[src/rtl/rv_ctrl_fsm.sv]
// rv_ctrl_fsm: multi-cycle FETCH/DECODE/EXEC control sequencer for the
// addi/bne datapath. Fetches over a req/ack handshake, decodes into
// registered datapath controls, and updates PC from the datapath EQ flag.
module rv_ctrl_fsm #(
    parameter int unsigned        A_WIDTH  = 32,
    parameter int unsigned        D_WIDTH  = 32,
    parameter int unsigned        R_WIDTH  = 5,
    parameter logic [A_WIDTH-1:0] RESET_PC = '0
) (
    input  logic               clk,
    input  logic               rst,
    output logic               imem_req,
    output logic [A_WIDTH-1:0] imem_addr,
    input  logic               imem_ack,
    input  logic [D_WIDTH-1:0] imem_data,
    input  logic               EQ,
    output logic               ALUsrc,
    output logic               ALUctrl,
    output logic [D_WIDTH-1:0] ImmOp,
    output logic               WE3,
    output logic [R_WIDTH-1:0] AD1,
    output logic [R_WIDTH-1:0] AD2,
    output logic [R_WIDTH-1:0] AD3,
    output logic [A_WIDTH-1:0] pc,
    output logic               illegal,
    output logic [31:0]        retired
);

    typedef enum logic [1:0] {S_FETCH, S_DECODE, S_EXEC} state_e;
    typedef enum logic [1:0] {OP_ILL, OP_ADDI, OP_BNE} op_e;

    localparam logic [6:0] OPC_OPIMM  = 7'b0010011;
    localparam logic [6:0] OPC_BRANCH = 7'b1100011;
    localparam logic [2:0] F3_ADDI    = 3'b000;
    localparam logic [2:0] F3_BNE     = 3'b001;

    state_e             state_q, state_d;
    op_e                op_q, op_d;
    logic [D_WIDTH-1:0] instr_q, instr_d;
    logic [A_WIDTH-1:0] pc_q, pc_d;
    logic               req_q, req_d;
    logic               alusrc_q, alusrc_d;
    logic               aluctrl_q, aluctrl_d;
    logic [D_WIDTH-1:0] imm_q, imm_d;
    logic               we3_q, we3_d;
    logic [R_WIDTH-1:0] ad1_q, ad1_d;
    logic [R_WIDTH-1:0] ad2_q, ad2_d;
    logic [R_WIDTH-1:0] ad3_q, ad3_d;
    logic               illegal_q, illegal_d;
    logic [31:0]        retired_q, retired_d;

    logic [6:0]         opcode;
    logic [2:0]         funct3;
    logic [D_WIDTH-1:0] imm_i;
    logic [D_WIDTH-1:0] imm_b;
    logic [A_WIDTH-1:0] pc_seq;
    logic [A_WIDTH-1:0] pc_br;

    assign opcode = instr_q[6:0];
    assign funct3 = instr_q[14:12];
    assign imm_i  = {{(D_WIDTH-12){instr_q[31]}}, instr_q[31:20]};
    assign imm_b  = {{(D_WIDTH-13){instr_q[31]}}, instr_q[31], instr_q[7],
                     instr_q[30:25], instr_q[11:8], 1'b0};
    assign pc_seq = pc_q + A_WIDTH'(3'd4);
    assign pc_br  = pc_q + A_WIDTH'($signed(imm_q));

    // State and output registers with synchronous reset
    always_ff @(posedge clk) begin
        if (rst) begin
            state_q   <= S_FETCH;
            op_q      <= OP_ILL;
            instr_q   <= '0;
            pc_q      <= RESET_PC;
            req_q     <= 1'b0;
            alusrc_q  <= 1'b0;
            aluctrl_q <= 1'b0;
            imm_q     <= '0;
            we3_q     <= 1'b0;
            ad1_q     <= '0;
            ad2_q     <= '0;
            ad3_q     <= '0;
            illegal_q <= 1'b0;
            retired_q <= '0;
        end else begin
            state_q   <= state_d;
            op_q      <= op_d;
            instr_q   <= instr_d;
            pc_q      <= pc_d;
            req_q     <= req_d;
            alusrc_q  <= alusrc_d;
            aluctrl_q <= aluctrl_d;
            imm_q     <= imm_d;
            we3_q     <= we3_d;
            ad1_q     <= ad1_d;
            ad2_q     <= ad2_d;
            ad3_q     <= ad3_d;
            illegal_q <= illegal_d;
            retired_q <= retired_d;
        end
    end

    // Next-state and next-output logic; outputs are computed one state
    // ahead so they are valid during the state they belong to
    always_comb begin
        state_d   = state_q;
        op_d      = op_q;
        instr_d   = instr_q;
        pc_d      = pc_q;
        req_d     = req_q;
        alusrc_d  = alusrc_q;
        aluctrl_d = aluctrl_q;
        imm_d     = imm_q;
        we3_d     = 1'b0;
        ad1_d     = ad1_q;
        ad2_d     = ad2_q;
        ad3_d     = ad3_q;
        illegal_d = illegal_q;
        retired_d = retired_q;

        unique case (state_q)
            S_FETCH: begin
                req_d = 1'b1;
                if (req_q && imem_ack) begin
                    instr_d = imem_data;
                    req_d   = 1'b0;
                    state_d = S_DECODE;
                end
            end
            S_DECODE: begin
                ad1_d = R_WIDTH'(instr_q[19:15]);
                ad2_d = R_WIDTH'(instr_q[24:20]);
                ad3_d = R_WIDTH'(instr_q[11:7]);
                if (opcode == OPC_OPIMM && funct3 == F3_ADDI) begin
                    op_d      = OP_ADDI;
                    imm_d     = imm_i;
                    alusrc_d  = 1'b1;
                    aluctrl_d = 1'b0;
                    we3_d     = 1'b1;
                end else if (opcode == OPC_BRANCH && funct3 == F3_BNE) begin
                    op_d      = OP_BNE;
                    imm_d     = imm_b;
                    alusrc_d  = 1'b0;
                    aluctrl_d = 1'b1;
                end else begin
                    op_d      = OP_ILL;
                    imm_d     = '0;
                    alusrc_d  = 1'b0;
                    aluctrl_d = 1'b0;
                end
                state_d = S_EXEC;
            end
            S_EXEC: begin
                retired_d = retired_q + 32'd1;
                // Raise req on the way back so FETCH starts requesting at once
                req_d     = 1'b1;
                state_d   = S_FETCH;
                case (op_q)
                    OP_ADDI: pc_d = pc_seq;
                    OP_BNE:  pc_d = EQ ? pc_seq : pc_br;
                    default: begin
                        pc_d      = pc_seq;
                        illegal_d = 1'b1;
                    end
                endcase
            end
            default: state_d = S_FETCH;
        endcase
    end

    assign imem_req  = req_q;
    assign imem_addr = pc_q;
    assign pc        = pc_q;
    assign ALUsrc    = alusrc_q;
    assign ALUctrl   = aluctrl_q;
    assign ImmOp     = imm_q;
    assign WE3       = we3_q;
    assign AD1       = ad1_q;
    assign AD2       = ad2_q;
    assign AD3       = ad3_q;
    assign illegal   = illegal_q;
    assign retired   = retired_q;

endmodule

[config.mk]
export PLATFORM = sky130hd
export DESIGN_NAME = rv_ctrl_fsm
export DESIGN_NICKNAME = d
export VERILOG_FILES = /design/src/rtl/rv_ctrl_fsm.sv
export SDC_FILE = /design/constraint.sdc
export NUM_CORES = 1
export LEC_CHECK = 0
export ABC_AREA = 0
export CORE_UTILIZATION = 41
export DETAILED_ROUTE_END_ITERATION = 10
export PLACE_DENSITY_LB_ADDON = 0.05
export REMOVE_ABC_BUFFERS = 1
export SYNTH_ARGS = -nofsm -noshare
export SYNTH_HDL_FRONTEND = slang
export SYNTH_SLANG_ARGS = --single-unit
export TNS_END_PERCENT = 10
[constraint.sdc]
create_clock -name clk -period 5.61 [get_ports clk]
set_clock_uncertainty 0.15 [all_clocks]
set_input_delay 0.561 -clock clk [delete_from_list [all_inputs] [get_ports clk]]
set_output_delay 0.561 -clock clk [all_outputs]
set_load 0.03 [all_outputs]
== After elaboration in Yosys (flattened, before gate mapping) ==
Cells that the tools add are included.

* Flip-flop bits (word level): 152
* Bits of input ports: 36
* Logic and storage cells: 50

* $add $sub $neg: 3
* Equal/unequal tests: 8
* Multiplexer cells: 13
* Bitwise operators: 2
* Reductions and logical operators: 10

{| class="wikitable"
|+ Operator list
! kind !! count
|-
| 32-bit 2-to-1 mux || 4
|-
| 32-bit by 1-bit adder with 32-bit output, second input constant || 1
|-
| 32-bit by 3-bit adder with 32-bit output, second input constant || 1
|-
| 32-bit adder || 1
|-
| 7-bit by 5-bit == test with 1-bit output, second input constant || 1
|-
| 7-bit == test, second input constant || 1
|-
| 2-bit 2-to-1 mux || 3
|-
| 2-bit by 1-bit == test with 1-bit output, second input constant || 2
|-
| 2-bit == test, second input constant || 2
|-
| 1-bit 2-to-1 mux || 4
|-
| 2-bit one-hot mux with 2 select lines || 1
|-
| 2-bit AND reduction || 2
|-
| 2-bit OR reduction || 2
|-
| 3-bit by 1-bit == test with 1-bit output, second input constant || 1
|-
| 1-bit logical AND || 3
|-
| 3-bit zero test || 1
|-
| 2-bit zero test || 1
|-
| 2-bit != test, second input constant || 1
|-
| 1-bit inverter || 2
|-
| 1-bit one-hot mux with 2 select lines || 1
|-
| 2-bit nonzero test || 1
|}

== Longest topological paths before layout ==
* Depth in word-level cells: 4
* Mapped depth: 12

== Worst setup path before layout ==
No wires, ideal clock.

* Path type: register -> register
* Start: register ImmOp[30] (netlist name)
* End: register pc_q[27], in the netlist imem_addr[27]
* Setup time: 0.132 ns
* Arrival: 3.327 ns
* Setup slack: 2.000 ns
* Stages on the path, launching flop included: 11
* Path buffers: 0
* Cell sequence: dfxtp_1 ha_1 and3_1 and2_4 and4_4 o2111ai_1 o2111ai_1 a221o_1 a211o_1 xnor2_1 a21oi_1

{| class="wikitable"
|+ RTL lines
! what !! RTL line !! RTL
|-
| end signal, assigned || 88 || <nowiki>pc_q <= pc_d;</nowiki>
|-
| end, declared || 40 || <nowiki>logic [A_WIDTH-1:0] pc_q, pc_d;</nowiki>
|}

== Final worst setup path ==
* Start: register imm_q[30], in the netlist ImmOp[30]
* End: register pc_q[31], in the netlist imem_addr[31]

* Word-level cells in the longest chain between the ends: 3

{| class="wikitable"
|+ RTL lines
! what !! RTL line !! RTL
|-
| start, declared || 44 || <nowiki>logic [D_WIDTH-1:0] imm_q, imm_d;</nowiki>
|-
| start signal, assigned || 92 || <nowiki>imm_q <= imm_d;</nowiki>
|-
| 32-bit adder || 65 || <nowiki>assign pc_br = pc_q + A_WIDTH'($signed(imm_q));</nowiki>
|-
| 32-bit 2-to-1 mux || 159 || <nowiki>OP_BNE: pc_d = EQ ? pc_seq : pc_br;</nowiki>
|-
| 32-bit 2-to-1 mux || 157 || <nowiki>case (op_q)</nowiki>
|}

Every way passes these cells.
A chain may end at the register's enable or synchronous reset.

==> Implementation_results.wiki <==
{| class="wikitable"
! Metric !! Value
|-
| Count of input and output buffers || 183
|-
| Mean Syn Cell Area || around 7.9 sq um
|-
| Worst Setup Slack post-DPL || about 2 ns
|-
| Final Max Slew Viols || 0
|-
| H-tree levels || 4
|-
| Commonest cells in the netlist || 140 x sky130_fd_sc_hd__nand2_1, 131 x sky130_fd_sc_hd__dfxtp_1, 117 x sky130_fd_sc_hd__a21oi_1, 87 x sky130_fd_sc_hd__nor2_1, 53 x sky130_fd_sc_hd__buf_4
|-
| CTS Hold Bufs || 0
|-
| Die width || about 140 microns
|-
| Wire length of the first global-routing pass || 33400 microns
|-
| CP required || around 5.8 ns
|-
| Kind of start point of the critical path || flip-flop
|-
| Antenna violations before repair || 0
|-
| Number of flops mapped to enable cells by yosys || 0
|-
| Kind of path behind the tightest hold check || reg -> reg
|-
| Cell variety after synth || 70
|-
| Hold Path Origin || instr_q[18]
|-
| Final-layout worst hold slack || approximately 0.3 ns
|-
| Final hold violation count || 0
|-
| Largest net degree at the start of global routing || 51
|-
| Worst-margin pin slew || between 0.8 and 0.9 ns
|-
| Static leakage || 0.00367 uW
|-
| Number of antenna-violating nets in the routed design || 0
|-
| WS Path Type || reg -> reg
|-
| Unrepaired setup endpoints after global routing || false
|-
| Number of diodes added for antenna fixing || 0
|-
| Number of gates resized after cts || 0
|-
| Wire length reported by the detailed router || between 20000 and 25000 microns
|-
| Crit path setup slack, layout || between 2 and 2.5 ns
|-
| Post-CTS setup buffer count || 0
|-
| Crit. Startpoint || ImmOp[30]
|-
| End-of-flow core utilization || 0.553
|-
| Number of DRC markers in iteration 0 || between 400 and 500
|-
| Setup slack of the most critical reg-to-reg path || 2.06 ns
|-
| End point of the worst hold path || AD1[3]
|-
| Vias per cell || 5.38
|-
| Most used DFF post-synth || sky130_fd_sc_hd__dfxtp_1
|-
| Relative max-transition margin || 0.429
|-
| Placement row count || 48
|-
| Vert. Die Dim || around 140 microns
|-
| Sequential share of the synthesized area || 0.352
|-
| Total CTS buffers || 17
|-
| Min-Delay Path Depth || 2
|-
| First drt pass iteration count || 5
|-
| Post-DP Area || around 9100 sq um
|-
| Vias in the first global route || between 6000 and 7000
|-
| Most common cell in the netlist || sky130_fd_sc_hd__nand2_1
|-
| Die area || 18700 sq um
|-
| Post-route standard cell area excluding fillers || ~9700 sq um
|-
| Area share of the largest cell type after synthesis || 0.352
|-
| Post-synthesis cell area || approximately 7400 sq um
|-
| Total core area || around 18000 sq um
|-
| Starting density of the core || 0.425
|-
| Overall global routing resource usage || 0.228
|-
| Final period utilization || 0.634
|-
| Post-DP HPWL || 14300 microns
|-
| Crit Reg-Reg Startpoint || ImmOp[30]
|-
| Area delta synth->final || 30.1%
|-
| GR Overflow Total || 0
|-
| Sink count of the clock tree || between 100 and 150
|-
| Number of nets in the layout || 1133
|-
| Max Fanout on Critical Path || 26
|-
| Worst reg2reg path depth || 10
|-
| Clock slew at reported path FFs || approximately 0.060 ns
|-
| Pwr Density || ~230 nW/um^2
|-
| Fraction of registers with async set/reset || 0
|-
| Clock insertion delay at the later pin of the skew report || ~0.43 ns
|-
| Max-Cap Viols || 0
|-
| Global placement routability congestion || 0.856
|-
| Cells taking the most area after synthesis || sky130_fd_sc_hd__dfxtp_1 35%, sky130_fd_sc_hd__a21oi_1 7.9%, sky130_fd_sc_hd__nand2_1 7.1%
|-
| Number of cells produced by synthesis || roughly 950
|-
| Signal arrival time at the worst endpoint || about 3.7 ns
|-
| Fraction of final layout cells sized beyond drive strength 1 || 0.0577
|-
| Boundary Pins || between 150 and 200
|-
| FF+latch count, synth || roughly 130
|-
| Highest achievable clock rate || ~280 MHz
|-
| Via count || around 7000
|-
| Endpoint of the most critical register-to-register path || imem_addr[31]
|-
| TritonCTS clock tree || done
|-
| Cell taking the most area after synthesis || sky130_fd_sc_hd__dfxtp_1
|-
| Final setup fails || 0
|-
| Number of standard cells in the final layout excluding fillers || 1300
|-
| Clock buffer depth || 2
|-
| Final critical-path required period || between 3 and 4 ns
|-
| Per-cell routed wire length || roughly 16 microns
|-
| Syn. warnings || 0
|-
| Post-route DRC violation count || 0
|-
| Maximum vdd drop || roughly 0.21 mV
|-
| CTS Root Buffer Type || sky130_fd_sc_hd__clkbuf_16
|-
| Nature of the critical path endpoint || flip-flop
|-
| Result of the run || finished clean
|-
| Cell Count Post-Placement || 1268
|}
## per-stage QoR
stage	total power (uW)	setup TNS [ns]
after floorplan	1020	-27.44
after global placement	1080	0
after detailed placement	1090	0
after CTS	2210	0
after global routing	2260	0
final	2190	0
## state kept, by name, summed over array words and instances, names as in the netlist
name       flops
imem_addr     32
instr_q       32
retired       32
ImmOp         13
AD1            5
AD2            5
AD3            5
op_q           2
state_q        2
WE3            1
illegal        1
imem_req       1
## critical path, cell delays in order (launching register included)
cell	delay [ns]
sky130_fd_sc_hd__dfxtp_1	0.86
sky130_fd_sc_hd__ha_1	0.42
sky130_fd_sc_hd__and3_1	0.22
sky130_fd_sc_hd__and2_4	0.16
sky130_fd_sc_hd__and4_4	0.19
sky130_fd_sc_hd__o2111ai_1	0.09
sky130_fd_sc_hd__o2111ai_1	0.22
sky130_fd_sc_hd__a221o_1	0.48
sky130_fd_sc_hd__a211oi_1	0.37
sky130_fd_sc_hd__o211a_1	0.20
sky130_fd_sc_hd__o21ai_0	0.07
## layout by cell type (no fill, tap or decap), types with 14 or more instances in the layout
cell type	count
sky130_fd_sc_hd__nor2_1	87
sky130_fd_sc_hd__clkdlybuf4s50_1	182
sky130_fd_sc_hd__nand4_1	14
sky130_fd_sc_hd__a21o_1	20
sky130_fd_sc_hd__nand3_1	23
sky130_fd_sc_hd__xor2_1	28
sky130_fd_sc_hd__dfxtp_1	131
sky130_fd_sc_hd__nand2_1	140
sky130_fd_sc_hd__and3_1	19
sky130_fd_sc_hd__o21ai_0	39
sky130_fd_sc_hd__xnor2_1	18
sky130_fd_sc_hd__clkbuf_16	17
sky130_fd_sc_hd__a21oi_1	117
sky130_fd_sc_hd__ha_1	34
sky130_fd_sc_hd__nor3_1	14
sky130_fd_sc_hd__inv_1	15
## per-layer routing
| layer | track usage | share of wire | vias to the layer above |
|---|---|---|---|
| li1 | - | - | 3542 |
| met1 | 0.298 | 0.46 | 3202 |
| met2 | 0.365 | 0.46 | 227 |
| met3 | 0.0585 | 0.069 | 23 |
| met4 | 0.0769 | 0.014 | 0 |
| met5 | 0 | 0 | - |
## layout make-up
class                      count  area, sq um
clock inverter                13          149
clock buffer                  19          443
fill                        1661         7850
inverter                      15         56.3
timing repair buffer         195         1920
multi-input combinational    702         4220
sequential                   131         2620
tap                          225          282
## report_power, final
part | total [uW] | leakage (uW) | internal, uW | switching [uW]
clock network | 1130 | 0.000287 | 674 | 452
logic | 107 | 0.00233 | 46.4 | 60.5
registers | 957 | 0.00106 | 945 | 11.6
## cells by family (layout without fill, tap and decap cells)
logic type | Yosys count | in the layout | share of synthesized area
DFF | 131 | 131 | 0.352
and+or+nand+nor | 358 | 358 | 0.228
muxes | 5 | 5 | 0.00689
AOI/OAI and AO/OA | 258 | 258 | 0.215
buffers and inverters | 113 | 242 | 0.0840
xor gates and xnor gates | 46 | 46 | 0.0541
adders and majority gates | 35 | 35 | 0.0598
## how the worst max path moves through the flow
stage | to | slack (ns) | cells past startpoint
3_3_place_gp | imem_addr[31] | 2.12 | 10
3_5_place_dp | imem_addr[31] | 2.02 | 10
5_1_grt | imem_addr[26] | 1.82 | 9
2_1_floorplan | imem_addr[27] | -1.83 | 10
4_1_cts | imem_addr[31] | 2.01 | 10
6_report | imem_addr[31] | 2.06 | 10
(Power assumes the default switching activity.)
==> edit, RTL diff (config.mk and constraints unchanged) <==
Change the parameter `D_WIDTH` from 32 to 48.
--- a/src/rtl/rv_ctrl_fsm.sv
+++ b/src/rtl/rv_ctrl_fsm.sv
@@ -4,5 +4,5 @@
 module rv_ctrl_fsm #(
     parameter int unsigned        A_WIDTH  = 32,
-    parameter int unsigned        D_WIDTH  = 32,
+    parameter int unsigned        D_WIDTH  = 48,
     parameter int unsigned        R_WIDTH  = 5,
     parameter logic [A_WIDTH-1:0] RESET_PC = '0
Interface: changed (resized ImmOp and imem_data); port bits go from 184 to 216. No check against the original RTL was run, so the function may have changed too.
==> edit against the original RTL <==
The flow now finishes with violations (DRC). Area after synthesis is 2.0% higher. Total power is 1.6% lower. Global-route usage down 1.7 points. Wire length is 3.6% lower. Sequential cell count stayed put. Utilization is 0.67 points lower. Sequential power about the same. Final area up 1.9%. Worst setup slack improved by 0.11 ns. Critical endpoint is now imem_addr[27]$_SDFFE_PP0P_.
==> edit: results (changes against the original RTL) <==
Inst Count DP 1291 (was 1268); DRC viols 34 (was 0); yosys warns 0 (unchanged); hold path startpoint instr_q[15]$_SDFFE_PP0P_ (was instr_q[18]$_SDFFE_PP0P_); status finished, violations left (was finished clean); CTS clk-pin slew, worst paths 0.07 ns; drt pass-1 iters 8 (was 5); first-pass GRT wire length 32.9 mm (was 33.4 mm); leak pwr 3.60 nW (was 3.67 nW); Final nets 1168 (was 1133); ratio of cells with drive above 1 in the final layout 5.76% (was 5.77%); Rel. slew slack 32.1% (was 42.9%); syn avg cell area 7.88 um2 (was 7.87 um2); hold endpoint AD1[0]$_SDFFE_PP0N_ (was AD1[3]$_SDFFE_PP0N_); Commonest cells post-synth nand2_1 (156), dfxtp_1 (131), a21oi_1 (108) (was nand2_1 (140), dfxtp_1 (131), a21oi_1 (117)); asr flop ratio synth 0% (unchanged); CP peak stage delay 0.45 ns (was 0.86 ns); H-tree depth 4 (unchanged); DP HPWL 13.9 mm (was 14.3 mm); RR Startpoint ImmOp[46]$_SDFFE_PP0N_ (was ImmOp[30]$_SDFFE_PP0N_); Sw Ratio 24.5% (was 24.0%); hold depth 2 (unchanged); failing checks DRC; vias per cell 5.34 (was 5.38); Port Buffers 199 (was 183); gpl congestion 0.861 (was 0.856); CTS root buf clkbuf_16 (unchanged); sequential element share of the synthesized area 34.5% (was 35.2%); worst r2r dst imem_addr[27]$_SDFFE_PP0P_ (was imem_addr[31]$_SDFFE_PP0P_); vias 7067 (was 6994); WP data arrival 3.61 ns (was 3.72 ns); top post-synthesis cells by area dfxtp_1 (35%), nand2_1 (7.7%), a21oi_1 (7.1%) (was dfxtp_1 (35%), a21oi_1 (7.9%), nand2_1 (7.1%)); Tot GR Track Use 21.1% (was 22.8%); Clock Tree Buf Depth 2 (unchanged); largest net degree at the start of global routing 65 (was 51); vias in the first global route 6352 (was 6455); Final TNS setup 0 ns (unchanged); dominant synthesized flop cell dfxtp_1 (unchanged); Slowest-stage cell, CP buf_4 (was dfxtp_1); largest fanout on the critical path 56 (was 26); reg2reg setup slack 2.16 ns (was 2.06 ns); Worst VDD drop 207 uV (was 213 uV); Post-Place Cell Area 9290 um2 (was 9100 um2); DRT iter0 DRCs 461 (was 454); wirelength, routed 19.9 mm (was 20.7 mm); Min-Delay Path Class flop to flop (unchanged)
edit: worst reg2reg max path: stages, from the launching register on:
cell and delay, ns:
dfxtp_2 0.32, buf_4 0.45, ha_1 0.41, a21oi_1 0.22
o21ai_1 0.15, a2111oi_4 0.37, a31oi_2 0.21, o2bb2ai_2 0.21
a221oi_2 0.34, xor2_1 0.15, a2111oi_2 0.36
edit: worst max-delay path by stage:
stage | from | end | slack [ns] | cells after the start
after floorplan | ImmOp[46]$_SDFFE_PP0N_ | imem_addr[31]$_SDFFE_PP0P_ | -5.59 | 10
after global placement | ImmOp[46]$_SDFFE_PP0N_ | imem_addr[31]$_SDFFE_PP0P_ | 2.22 | 11
after detailed placement | ImmOp[46]$_SDFFE_PP0N_ | imem_addr[31]$_SDFFE_PP0P_ | 2.17 | 11
after CTS | ImmOp[46]$_SDFFE_PP0N_ | imem_addr[31]$_SDFFE_PP0P_ | 2.16 | 11
after global routing | ImmOp[46]$_SDFFE_PP0N_ | imem_addr[25]$_SDFFE_PP0P_ | 1.94 | 11
final | ImmOp[46]$_SDFFE_PP0N_ | imem_addr[27]$_SDFFE_PP0P_ | 2.16 | 10
edit: power groups by stage:
stage	registers [mW]	logic (mW)	clock network, mW
finish	0.956	0.105	1.09
global route	0.958	0.116	1.15
CTS	0.956	0.106	1.12
detailed placement	0.977	0.106	0
global placement	0.977	0.106	0
floorplan	0.981	0.0375	0
edit: cell type report:
| type | count | area [um2] |
|---|---|---|
| Tap cell | 229 | 287 |
| Clock inverter | 14 | 143 |
| Multi-Input combinational cell | 704 | 4250 |
| Timing Repair Buffer | 209 | 2060 |
| Sequential cell | 131 | 2620 |
| Fill cell | 1726 | 8210 |
| Inverter | 18 | 67.6 |
| Clock buffer | 18 | 439 |
edit: cell families after synthesis:
family | count (synthesis) | synth area share, %
simple gates | 366 | 22.1
buf+inv | 130 | 9.84
fa+ha+maj | 35 | 5.86
flops | 131 | 34.5
mux | 2 | 0.280
compound gates | 246 | 21.1
xor+xnor | 55 | 6.34
edit: stage by stage:
stage	setup slack [ns]	hold WS (ns)	util, %
after floorplan	-5.59	0.276	-
after global placement	2.22	0.291	51.4
after detailed placement	2.17	0.296	51.4
after CTS	2.16	0.301	54.6
after global routing	1.94	0.315	54.6
final	2.16	0.295	54.6
edit: metal layers:
metal	up-vias	track usage (%)	wire length [um]
li1	3587	-	-
met1	3217	28.4	9390
met2	242	33.1	8940
met3	21	5.16	1330
met4	0	7.04	286
met5	-	0	0
